==> config.mk <==
export PLATFORM = sky130hd
export DESIGN_NAME = acc_cpu_controller
export DESIGN_NICKNAME = d
export VERILOG_FILES = /design/src/rtl/acc_cpu_controller.sv
export SDC_FILE = /design/constraint.sdc
export NUM_CORES = 1
export LEC_CHECK = 0
export CORE_UTILIZATION = 26
export DETAILED_ROUTE_END_ITERATION = 10
export PLACE_DENSITY = 0.55
export SLEW_MARGIN = 30
export SYNTH_ARGS = -nofsm -noshare
export SYNTH_HDL_FRONTEND = slang
export SYNTH_SLANG_ARGS = --single-unit
==> constraint.sdc <==
create_clock -name clk -period 2.35 [get_ports clk]
set_input_delay 0.235 -clock clk [delete_from_list [all_inputs] [get_ports clk]]
set_output_delay 0.235 -clock clk [all_outputs]
set_load 0.05 [all_outputs]
==> src/rtl/acc_cpu_controller.sv <==
// Fetch/decode/execute sequencer for the 8-bit accumulator CPU.
// Owns PC/IR/AR/DR/ACC, drives the external ALU and a synchronous-read 256x8 memory.
module acc_cpu_controller #(
  parameter logic [7:0] RESET_PC = 8'h00,
  parameter logic [3:0] ALU_IDLE = 4'h0
) (
  input  logic       clk,
  input  logic       rst,
  input  logic       run,
  output logic [7:0] mem_addr,
  output logic       mem_rd,
  input  logic [7:0] mem_rdata,
  output logic       mem_wr,
  output logic [7:0] mem_wdata,
  output logic [3:0] alu_op,
  output logic [7:0] alu_a,
  output logic [7:0] alu_b,
  input  logic [7:0] alu_result,
  output logic [7:0] acc,
  output logic [7:0] pc,
  output logic       halted,
  output logic       illegal
);

  typedef enum logic [3:0] {
    S_FETCH, S_LOADIR, S_DECODE, S_LOADAR, S_OPREAD,
    S_OPLOAD, S_STORE, S_EXEC, S_HALT
  } state_t;

  localparam logic [3:0] OP_NOP = 4'h0;
  localparam logic [3:0] OP_CLA = 4'h1;
  localparam logic [3:0] OP_COM = 4'h2;
  localparam logic [3:0] OP_SHR = 4'h3;
  localparam logic [3:0] OP_CSL = 4'h4;
  localparam logic [3:0] OP_ADD = 4'h5;
  localparam logic [3:0] OP_STA = 4'h6;
  localparam logic [3:0] OP_LDA = 4'h7;
  localparam logic [3:0] OP_JMP = 4'h8;
  localparam logic [3:0] OP_JZ  = 4'h9;
  localparam logic [3:0] OP_HLT = 4'hF;

  state_t     state_q, state_d;
  logic [7:0] pc_q, pc_d;
  // Only the opcode nibble of the instruction byte is kept; ir[3:0] is never used.
  logic [3:0] ir_q, ir_d;
  logic [7:0] ar_q, ar_d;
  logic [7:0] dr_q, dr_d;
  logic [7:0] acc_q, acc_d;
  logic       illegal_q, illegal_d;
  logic       rd_c, wr_c;

  // NOTE: state uses non-blocking assignments only; the comb block computes every _d.
  always_ff @(posedge clk or posedge rst) begin
    if (rst) begin
      state_q   <= S_FETCH;
      pc_q      <= RESET_PC;
      ir_q      <= '0;
      ar_q      <= '0;
      dr_q      <= '0;
      acc_q     <= '0;
      illegal_q <= 1'b0;
    end else begin
      state_q   <= state_d;
      pc_q      <= pc_d;
      ir_q      <= ir_d;
      ar_q      <= ar_d;
      dr_q      <= dr_d;
      acc_q     <= acc_d;
      illegal_q <= illegal_d;
    end
  end

  // NOTE: every comb output gets a default first so no path infers a latch.
  always_comb begin
    state_d   = state_q;
    pc_d      = pc_q;
    ir_d      = ir_q;
    ar_d      = ar_q;
    dr_d      = dr_q;
    acc_d     = acc_q;
    illegal_d = illegal_q;
    mem_addr  = pc_q;
    rd_c      = 1'b0;
    wr_c      = 1'b0;
    alu_op    = ALU_IDLE;

    case (state_q)
      S_FETCH: begin
        if (run) begin
          rd_c    = 1'b1;
          state_d = S_LOADIR;
        end
      end
      S_LOADIR: begin
        ir_d    = mem_rdata[7:4];
        pc_d    = pc_q + 8'd1;
        state_d = S_DECODE;
      end
      S_DECODE: begin
        case (ir_q)
          OP_CLA, OP_COM, OP_SHR, OP_CSL: state_d = S_EXEC;
          OP_HLT:                         state_d = S_HALT;
          OP_ADD, OP_STA, OP_LDA, OP_JMP, OP_JZ: begin
            rd_c    = 1'b1;
            state_d = S_LOADAR;
          end
          OP_NOP:                         state_d = S_FETCH;
          default: begin
            illegal_d = 1'b1;
            state_d   = S_FETCH;
          end
        endcase
      end
      S_LOADAR: begin
        ar_d = mem_rdata;
        pc_d = pc_q + 8'd1;
        case (ir_q)
          OP_JMP: begin
            pc_d    = mem_rdata;
            state_d = S_FETCH;
          end
          OP_JZ: begin
            if (acc_q == 8'h00) pc_d = mem_rdata;
            state_d = S_FETCH;
          end
          OP_STA:  state_d = S_STORE;
          default: state_d = S_OPREAD;
        endcase
      end
      S_OPREAD: begin
        mem_addr = ar_q;
        rd_c     = 1'b1;
        state_d  = S_OPLOAD;
      end
      S_OPLOAD: begin
        dr_d    = mem_rdata;
        state_d = S_EXEC;
      end
      S_STORE: begin
        mem_addr = ar_q;
        wr_c     = 1'b1;
        state_d  = S_FETCH;
      end
      S_EXEC: begin
        alu_op  = ir_q;
        acc_d   = alu_result;
        state_d = S_FETCH;
      end
      S_HALT:  state_d = S_HALT;
      default: state_d = S_FETCH;
    endcase
  end

  // Strobes are masked by rst so a pending write drops without waiting for an edge.
  assign mem_rd    = rd_c & ~rst;
  assign mem_wr    = wr_c & ~rst;
  assign mem_wdata = acc_q;
  assign alu_a     = acc_q;
  assign alu_b     = dr_q;
  assign acc       = acc_q;
  assign pc        = pc_q;
  assign halted    = (state_q == S_HALT);
  assign illegal   = illegal_q;

endmodule

== Word level (Yosys, flattened, before mapping) ==
Cells that the tools add are included.

* Add/subtract/negate cells: 1
* Multipliers: 0
* Divide/modulo/power cells: 0
* Magnitude comparators: 0
* Equality and inequality tests: 19
* Shifts and indexed selects: 0
* Muxes and demuxes: 13
* Bitwise logic cells: 4
* Reduce and logical (&&, ||, !) cells: 10

{| class="wikitable"
|+ Operators with widths
! cell !! number
|-
| equality test 4 x 3 -> 1 bit (second input constant) || 8
|-
| one-hot mux 8 bit (2 select lines) || 2
|-
| one-hot mux 4 bit (7 select lines) || 1
|-
| equality test 4 x 2 -> 1 bit (second input constant) || 4
|-
| equality test 4 bit (second input constant) || 4
|-
| two-way mux 8 bit || 2
|-
| one-hot mux 4 bit (3 select lines) || 1
|-
| OR reduction 11 bit || 1
|-
| adder 8 x 1 -> 8 bit (second input constant) || 1
|-
| equality test 4 x 1 -> 1 bit (second input constant) || 2
|-
| logical NOT 4 bit || 2
|-
| logical NOT 8 bit || 1
|-
| two-way mux 4 bit || 2
|-
| one-hot mux 3 bit (2 select lines) || 1
|-
| OR reduction 5 bit || 1
|-
| OR reduction 2 bit || 2
|-
| OR reduction 4 bit || 1
|-
| two-way mux 1 bit || 3
|-
| one-hot mux 1 bit (3 select lines) || 1
|-
| bitwise AND 1 bit || 2
|-
| inequality test 2 bit (second input constant) || 1
|-
| NOT 1 bit || 2
|-
| AND reduction 2 bit || 1
|-
| nonzero test 2 bit || 1
|}

* Register bits after elaboration: 41
* Bits in latches: 0
* Bits in writable memories: 0
* Memory bits (read-only): 0
* Output and inout port bits: 56
* Logic and storage cells: 54
* Memories: 0

== Longest topological paths before layout ==
Gate-level depths: netlist of run 1.

* Depth in word-level cells: 5
* Gate-level depth with buffers: 7

== Worst setup path before layout of run 1 ==
No wires, ideal clock.

* Path kind: flip-flop to flip-flop
* From: reg state_q[1]
* To: reg state_q[3]
* Library setup time: 0.079 ns
* Data arrival time: 2.615 ns
* Required time: 2.271 ns
* Path slack: -0.344 ns
* Cell stages (with the launch flop): 4
* Path buffers: 1
* Cells stage by stage: dfrtp_1 clkbuf_1 nor4b_1 o21bai_1

* Cells in the longest elaborated chain, start to end: 2

{| class="wikitable"
|+ RTL lines
! what !! line !! source
|-
| start, declared || 42 || <nowiki>state_t state_q, state_d;</nowiki>
|-
| start signal, assigned || 63 || <nowiki>state_q <= state_d;</nowiki>
|-
| equality test 4 bit || - ||
|-
| net halted || 21 || <nowiki>output logic halted,</nowiki>
|-
| one-hot mux 4 bit (7 select lines) || 87 || <nowiki>case (state_q)</nowiki>
|}

The timed path passes the listed nets, and every way through them passes these cells.
A chain may end at the register's enable or synchronous reset.

== Final worst setup path of run 1 ==
* From: reg state_q[3]
* To: out alu_op[1]

* Cells in the longest elaborated chain, start to end: 2

{| class="wikitable"
|+ RTL lines
! what !! line !! source
|-
| equality test 4 x 3 -> 1 bit || 87 ||
|-
| two-way mux 4 bit || 87 ||
|-
| end, declared || 15 || <nowiki>output logic [3:0] alu_op,</nowiki>
|}

Every way passes these cells.

==> results of run 1 <==
==> worst min-delay path, cell delays in order <==
cell and delay, ns:
clkdlybuf4s50_1 0.44, clkinv_1 0.08, buf_4 0.45
==> layer usage <==
layer / vias to the layer above / GRT usage (%)
li1: 951 / -
met1: 939 / 20.7
met2: 78 / 21.3
met3: 7 / 2.84
met4: 0 / 4.10
met5: - / 0
==> sequential cells by signal (all words and copies together) (netlist names) <==
name     count
alu_b        8
state_q      4
pc           8
acc          8
illegal      1
ar_q         8
ir_q         4
==> layout make-up <==
class / count / share of cell area (%)
Clock buffer: 5 / 2.13
Clock inverter: 3 / 2.02
Inverter: 4 / 0.465
Multi-Input combinational cell: 164 / 33.7
Sequential cell: 41 / 31.8
Tap cell: 105 / 4.07
Timing Repair Buffer: 83 / 25.8
==> layout by cell type, fill, tap and decap left out, types with 3 or more instances in the layout <==
cell             synthesis  routed
nor2_1                  16      16
nor3_1                   5       5
clkdlybuf4s50_1          0      59
a211oi_1                 4       4
a21oi_1                  7       7
nand2_1                 35      35
a31oi_1                  7       7
mux2_2                  26      26
buf_4                   16      19
and3_1                   5       5
o21ai_0                 10      10
nand3_1                  9       9
o22a_1                   3       3
dfrtp_1                 41      40
clkbuf_8                 0       5
buf_12                   0       5
==> stage by stage <==
stage	worst slack [ns]	hold WS, ns	cells
2_1_floorplan	0.261	0.340	238
3_3_place_gp	0.488	0.471	397
3_5_place_dp	0.451	0.469	397
4_1_cts	0.163	0.453	405
5_1_grt	0.0243	0.466	405
6_report	0.209	0.451	405
==> logic make-up after synthesis <==
family	Yosys count
compound gates	43
simple gates	89
xor+xnor	4
mux	27
buf+inv	33
fa+ha+maj	1
flops	41
==> worst min-delay path by stage <==
stage	cells after the start	endpoint	startpoint	slack, ns
floorplan	2	acc[0]$_DFFE_PP0N_	alu_result[0]	0.34
global placement	1	illegal$_DFFE_PP0P_	illegal$_DFFE_PP0P_	0.47
detailed placement	1	illegal$_DFFE_PP0P_	illegal$_DFFE_PP0P_	0.47
CTS	3	acc[1]$_DFFE_PP0N_	alu_result[1]	0.45
global route	3	acc[0]$_DFFE_PP0N_	alu_result[0]	0.47
finish	3	ir_q[3]$_DFFE_PP0P_	rst	0.45
==> cells in the mapped netlist (2+ instances only) <==
library cell | number | area [sq um]
nand3_1 | 9 | 45.0
xor2_1 | 2 | 17.5
a211oi_1 | 4 | 30.0
a31oi_1 | 7 | 43.8
nor2b_1 | 2 | 12.5
buf_2 | 3 | 15.0
and3_1 | 5 | 31.3
o21bai_1 | 2 | 15.0
buf_4 | 16 | 120
or3_1 | 2 | 12.5
a221o_1 | 2 | 20.0
mux2_2 | 26 | 293
nor3_1 | 5 | 25.0
o21ai_0 | 10 | 50.1
clkbuf_1 | 10 | 37.5
dfrtp_1 | 41 | 1030
a32oi_1 | 2 | 17.5
and2_1 | 2 | 12.5
nand2_1 | 35 | 131
o22a_1 | 3 | 26.3
xnor2_1 | 2 | 17.5
a21oi_1 | 7 | 35.0
nor2_2 | 2 | 12.5
nor4_1 | 3 | 18.8
nor2_1 | 16 | 60.1
inv_1 | 3 | 11.3
==> out/qor.txt, run 1 <==
CP Max Fanout: 12
Critical Path Start Type: register
Root Driver: clkbuf_8
Slew Viols, Final: 0
std cell rows: 33
unrepaired setup endpoints after global routing: no
cts repair resizes: 0
Least-Margin Pin Slew: 0.527 ns
clk sinks: 41
CP cell instances: and2b_1, and3_1, and2_1, buf_12
drt first pass iters: 4
min Tclk post-route: 2.14 ns
Buffers on Ports: 74
layout overhead on the synthesized area: 41.1%
main combinational cell family by area after synthesis: simple AND/OR/NAND/NOR gates
post-layout util: 38.5%
Yosys reg bits: 41
layout cells sized above 1: 22.0%
post-synthesis mux area share: 13.2%
reg2reg start: state_q[3]$_DFFE_PP0P_
Adder-Cell Fraction of Synth Area: 0.547%
Fillers: 849
skew final: 0.00763 ns
Top Family by Delay on Critical Path: simple AND/OR/NAND/NOR gates
DRT Wirelength: 5.85 mm
post-synthesis cell type count: 43
first-pass GRT wire length: 9.87 mm
Critical Path Sink Type: primary output
ANT cells: 0
Setup Total Neg Slack: 0 ns
Initial Util: 27.3%
Worst path slowest cell: dfrtp_1
Setup Viol. Count Final: 0
metal2 WL: 2.64 mm
largest net degree at the start of global routing: 42
Post-DRT Antenna Nets: 0
Final GP Congestion: 0.849
Post-DP HPWL: 4.32 mm
Max H-tree Level: 2
Hold WC Path Type: input port to async pin
routed vias: 1975
Hold Violations, Final: 0
Cells after Synth: 238
WS Path Type: register to primary output
Slew Limit Headroom: 64.9%
I/O Pins: 75
simple-gate share of the synthesized area: 19.0%
part of the Yosys area used for sequential elements: 44.8%
post-route design area: 3230 sq um
Routed met3 length: 374 um
die width: 95.8 um
Syn Nets: 258
placed cell areas: 3090 sq um
r2r endpoint: pc[5]$_DFFE_PP0P_
Worst-Skew Late Latency: 0.30 ns
DR iter-0 viols: 68
Critical Path Max Stage Delay: 0.50 ns
GRT overflow: 0
area of the multi-input gates: 1090 sq um
Max Cap Viol: 0
prevailing post-synth register cell: dfrtp_1
CP bufs+invs: 1
Core Box Area: 8380 sq um
CP startpoint: state_q[3]$_DFFE_PP0P_
FF-to-FF setup slack: 0.46 ns
CTS Buffer Depth: 2
WL per Instance: 14.4 um
register area: 1030 sq um
Tcrit/Tclk final: 91.1%
hold buffers post-CTS: 0
Die Area: 9180 sq um
WP depth: 4
EDFF count, synth: 0
Highest Signal Layer: met4
Critical Path End: alu_op[1]
Clock Pin Slew Worst Setup and Hold Paths: 0.08 ns
Num CTS Buffers: 5
status: complete, no violations
CP arrival: 1.91 ns
final net count: 319
Die Ht: 95.8 um
Mean Syn Cell Area: 9.62 sq um
total track usage: 14.2%
post-synthesis compound-gate area fraction: 12.6%
synthesized cell area: 2290 sq um
vias in the first global route: 1868
initial antenna violation count: 0
Post-CTS Setup Repair Bufs: 0
WP data required: 2.12 ns
Met1 Wirelength: 2.76 mm
Reg2Reg Depth: 5
Yosys warnings: 0
TritonCTS clock tree: yes
FMAX: 467 MHz
Synth Area in XOR/XNOR: 1.53%
DRC: 0
Post-synth ARST share: 100%
drt via density: 4.88
Power of run 1 is not shown: default switching activity piles up to over one toggle a cycle in this logic, so the estimate is an artifact.
==> inputs of run 2 (changes only) <==
CORE_MARGIN = 2   (was default)
MAX_ROUTING_LAYER = met4   (was default)
clock period = 2.3 ns   (was 2.35 ns; I/O delays follow)
==> out/qor.txt, run 2 (synthesized netlist as in run 1, its figures left out) <==
Post-CTS Setup Repair Bufs: 0 (unchanged)
Slew Viols, Final: 0 (unchanged)
Num CTS Buffers: 5 (unchanged)
layout overhead on the synthesized area: 40.2% (was 41.1%)
Root Driver: clkbuf_8 (unchanged)
DRT Wirelength: 6.02 mm (was 5.85 mm)
die width: 97.8 um (was 95.8 um)
status: complete, no violations (unchanged)
CP startpoint: state_q[2]$_DFFE_PP0P_ (was state_q[3]$_DFFE_PP0P_)
Hold WC Path Type: input port to register (was input port to async pin)
hold buffers post-CTS: 0 (unchanged)
Tcrit/Tclk final: 94.6%
FF-to-FF setup slack: 0.38 ns (was 0.46 ns)
Die Area: 9570 sq um (was 9180 sq um)
Die Ht: 97.8 um (was 95.8 um)
Slew Limit Headroom: 64.2% (was 64.9%)
first-pass GRT wire length: 10.1 mm (was 9.87 mm)
initial antenna violation count: 0 (unchanged)
Initial Util: 26.5% (was 27.3%)
Setup Total Neg Slack: 0 ns (unchanged)
unrepaired setup endpoints after global routing: no (unchanged)
Max H-tree Level: 2 (unchanged)
I/O Pins: 75 (unchanged)
Critical Path Sink Type: primary output (unchanged)
skew final: 0.0135 ns (was 0.00763 ns)
DR iter-0 viols: 116 (was 68)
GRT overflow: 0 (unchanged)
Hold Violations, Final: 0 (unchanged)
cts repair resizes: 0 (unchanged)
drt first pass iters: 4 (unchanged)
Clock Pin Slew Worst Setup and Hold Paths: 0.08 ns (about the same)
TritonCTS clock tree: yes (unchanged)
ANT cells: 0 (unchanged)
reg2reg start: state_q[2]$_DFFE_PP0P_ (was state_q[3]$_DFFE_PP0P_)
Post-DP HPWL: 4.34 mm (was 4.32 mm)
Setup Viol. Count Final: 0 (unchanged)
std cell rows: 34 (was 33)
post-route design area: 3210 sq um (was 3230 sq um)
WS Path Type: register to primary output (unchanged)
vias in the first global route: 1912 (was 1868)
Least-Margin Pin Slew: 0.537 ns (was 0.527 ns)
placed cell areas: 3090 sq um (about the same)
final net count: 318 (was 319)
Core Box Area: 8640 sq um (was 8380 sq um)
CP arrival: 1.95 ns (was 1.91 ns)
FMAX: 460 MHz
WP data required: 2.07 ns (was 2.12 ns)
hold path start: alu_result[4]
Max Cap Viol: 0 (unchanged)
Critical Path Start Type: register (unchanged)
DRC: 0 (unchanged)
routed vias: 1950 (was 1975)
hold_ws: 0.455 ns (was 0.451 ns)
commonest non-fill, non-tap cell in the layout: clkdlybuf4s50_1 (unchanged)
total track usage: 13.4% (was 14.2%)
Final GP Congestion: 0.824 (was 0.849)
min Tclk post-route: 2.18 ns
commonest cells after routing, fill and taps aside: clkdlybuf4s50_1 (59), dfrtp_1 (41), nand2_1 (35) (was clkdlybuf4s50_1 (59), dfrtp_1 (40), nand2_1 (35))
Worst-Skew Late Latency: 0.30 ns (about the same)
largest net degree at the start of global routing: 42 (unchanged)
clk sinks: 41 (unchanged)
CP Max Fanout: 16 (was 12)
drt via density: 4.79 (was 4.88)
Buffers on Ports: 74 (unchanged)
CTS Buffer Depth: 2 (unchanged)
WL per Instance: 14.8 um (was 14.4 um)
layout cells sized above 1: 21.4% (was 22.0%)
Post-DRT Antenna Nets: 0 (unchanged)
-- run 2: through the flow --
step / utilization [%] / setup WS (ns) / std cells
floorplan: - / 0.216 / 238
detailed placement: 35.8 / 0.387 / 399
finish: 37.2 / 0.124 / 407
global route: 37.2 / 0.00388 / 407
CTS: 37.2 / 0.113 / 407
global placement: 35.8 / 0.411 / 399
-- run 2: final cells by class --
type / instances / area (sq um)
repair buffers: 82 / 826
well taps: 108 / 135
flip-flops and latches: 41 / 1030
multi-input cells: 164 / 1090
fillers: 865 / 5430
clock inverters: 2 / 37.5
inverters: 4 / 15.0
clock buffers: 6 / 82.6
-- run 2: layer usage --
metal  vias to the layer above  routed length, um  track usage, %
li1                        950                  -               -
met1                       938               2930            19.1
met2                        57               2810            19.8
met3                         5                242            2.43
met4                         0                 46            3.31
met5                         -                  0               -
-- run 2: final timing paths --
kind	end	cells after the start
worst max-delay path	mem_addr[3]	4
worst min-delay path	acc[4]$_DFFE_PP0N_	3
worst max register to register	ir_q[2]$_DFFE_PP0P_	3
worst min register to register	illegal$_DFFE_PP0P_	1
max in group asynchronous	alu_b[1]$_DFFE_PP0N_	3
min in group asynchronous	ir_q[0]$_DFFE_PP0P_	3
-- run 2: critical path, stage by stage, from the launching register on --
cell and delay [ns]:
dfrtp_1 0.64, nor3b_2 0.24, buf_4 0.21, mux2_2 0.36, buf_4 0.19
Power of run 2 is left out for the same reason.
==> inputs of run 3 (changes only) <==
DONT_BUFFER_PORTS = 1   (was default)
GPL_ROUTABILITY_DRIVEN = 0   (was default)
PLACE_DENSITY = 0.44   (was 0.55)
==> out/qor.txt, run 3 (synthesized netlist as in run 1, its figures left out) <==
initial antenna violation count: 0 (unchanged)
Slew Limit Headroom: 63.2% (was 64.2%)
first-pass GRT wire length: 9.76 mm (was 10.1 mm)
Hold Violations, Final: 0 (unchanged)
FMAX: 480 MHz (was 460 MHz)
TritonCTS clock tree: yes (unchanged)
Num CTS Buffers: 5 (unchanged)
placed cell areas: 2510 sq um (was 3090 sq um)
Min-Delay Path Depth: 2 (was 3)
Setup Total Neg Slack: 0 ns (unchanged)
Slew Viols, Final: 0 (unchanged)
status: complete, no violations (unchanged)
drt first pass iters: 4 (unchanged)
Top Family by Delay on Critical Path: simple AND/OR/NAND/NOR gates (was flip-flops)
WP depth: 4 (unchanged)
drt via density: 5.04 (was 4.79)
clk sinks: 41 (unchanged)
commonest cells after routing, fill and taps aside: dfrtp_1 (40), nand2_1 (35), buf_4 (30) (was clkdlybuf4s50_1 (59), dfrtp_1 (41), nand2_1 (35))
DRC: 0 (unchanged)
Clock Pin Slew Worst Setup and Hold Paths: 0.08 ns (about the same)
CTS Buffer Depth: 2 (unchanged)
unrepaired setup endpoints after global routing: no (unchanged)
Critical Path Start Type: register (unchanged)
DRT Wirelength: 6.01 mm (was 6.02 mm)
vias in the first global route: 1804 (was 1912)
min Tclk post-route: 2.08 ns (was 2.18 ns)
I/O Pins: 75 (unchanged)
Post-CTS Setup Repair Bufs: 0 (unchanged)
CP bufs+invs: 1 (was 2)
WL per Instance: 16.8 um (was 14.8 um)
Critical Path Max Stage Delay: 0.51 ns (was 0.64 ns)
DR iter-0 viols: 86 (was 116)
Setup WS post-layout: 0.216 ns (was 0.124 ns)
Worst-Skew Late Latency: 0.30 ns (about the same)
Post-DRT Antenna Nets: 0 (unchanged)
post-route design area: 2620 sq um (was 3210 sq um)
layout overhead on the synthesized area: 14.4% (was 40.2%)
Buffers on Ports: 0 (was 74)
Max H-tree Level: 2 (unchanged)
Core Box Area: 8640 sq um (unchanged)
std cell rows: 34 (unchanged)
Critical Path Sink Type: primary output (unchanged)
Initial Util: 26.5% (unchanged)
Reg2Reg Depth: 5 (was 3)
Tcrit/Tclk final: 90.6% (was 94.6%)
largest net degree at the start of global routing: 42 (unchanged)
Max Cap Viol: 0 (unchanged)
routed vias: 1801 (was 1950)
GRT overflow: 0 (unchanged)
WS Path Type: register to primary output (unchanged)
skew final: 0.0150 ns (was 0.0135 ns)
final net count: 268 (was 318)
WP data required: 2.07 ns (about the same)
Post-DP HPWL: 4.31 mm (was 4.34 mm)
Die Ht: 97.8 um (unchanged)
Hold WC Path Type: input port to register (unchanged)
ANT cells: 0 (unchanged)
Fillers: 896 (was 865)
commonest non-fill, non-tap cell in the layout: dfrtp_1 (was clkdlybuf4s50_1)
CP Max Fanout: 12 (was 16)
Least-Margin Pin Slew: 0.552 ns (was 0.537 ns)
Setup Viol. Count Final: 0 (unchanged)
total track usage: 13.3% (was 13.4%)
Root Driver: clkbuf_8 (unchanged)
layout cells sized above 1: 30.1% (was 21.4%)
Worst path slowest cell: dfrtp_1 (unchanged)
CP arrival: 1.85 ns (was 1.95 ns)
pre-CTS setup slack: 0.399 ns (was 0.387 ns)
Die Area: 9570 sq um (unchanged)
die width: 97.8 um (unchanged)
CP cell instances: and2b_1, and3_2, and2_1, buf_4 (was nor3b_2, buf_4, mux2_2, buf_4)
-- run 3: path summary, 6_finish.rpt --
kind | startpoint | to | slack [ns]
max in group asynchronous | rst | state_q[2]$_DFFE_PP0P_ | 1.38
setup reg to reg | state_q[3]$_DFFE_PP0P_ | pc[5]$_DFFE_PP0P_ | 0.40
hold / removal | alu_result[2] | acc[2]$_DFFE_PP0N_ | 0.04
min in group asynchronous | rst | pc[0]$_DFFE_PP0P_ | 0.53
setup / recovery | state_q[3]$_DFFE_PP0P_ | alu_op[1] | 0.22
hold reg to reg | ar_q[5]$_DFFE_PP0N_ | ar_q[5]$_DFFE_PP0N_ | 0.51
-- run 3: per-layer routing --
metal	GRT usage [%]	wire length [um]
met1	17.8	2810
met5	-	0
met3	3.58	375
met2	19.4	2670
met4	4.59	146
-- run 3: layout make-up --
class                      count  area, sq um  area share [%]
inverter                       4         15.0           0.574
sequential                    41         1030            39.2
multi-input combinational    164         1090            41.6
clock buffer                   6         82.6            3.15
tap                          108          135            5.16
clock inverter                 2         13.8           0.526
timing repair buffer          32          255            9.75
-- run 3: per-stage QoR --
step | std cells | util (%) | hold WS (ns)
floorplan | 238 | - | 0.335
CTS | 357 | 30.3 | 0.0304
finish | 357 | 30.3 | 0.0379
detailed placement | 348 | 29.0 | 0.303
global route | 357 | 30.3 | 0.0409
global placement | 348 | 29.0 | 0.302
-- run 3: repair_timing --
| item | CTS | global route |
|---|---|---|
| resized for setup | 0 | 2 |
| hold buffers | 1 | 0 |
| hold endpoints to repair | 41 | 0 |
| setup endpoints to repair | 0 | 3 |
Power of run 3 is left out for the same reason.
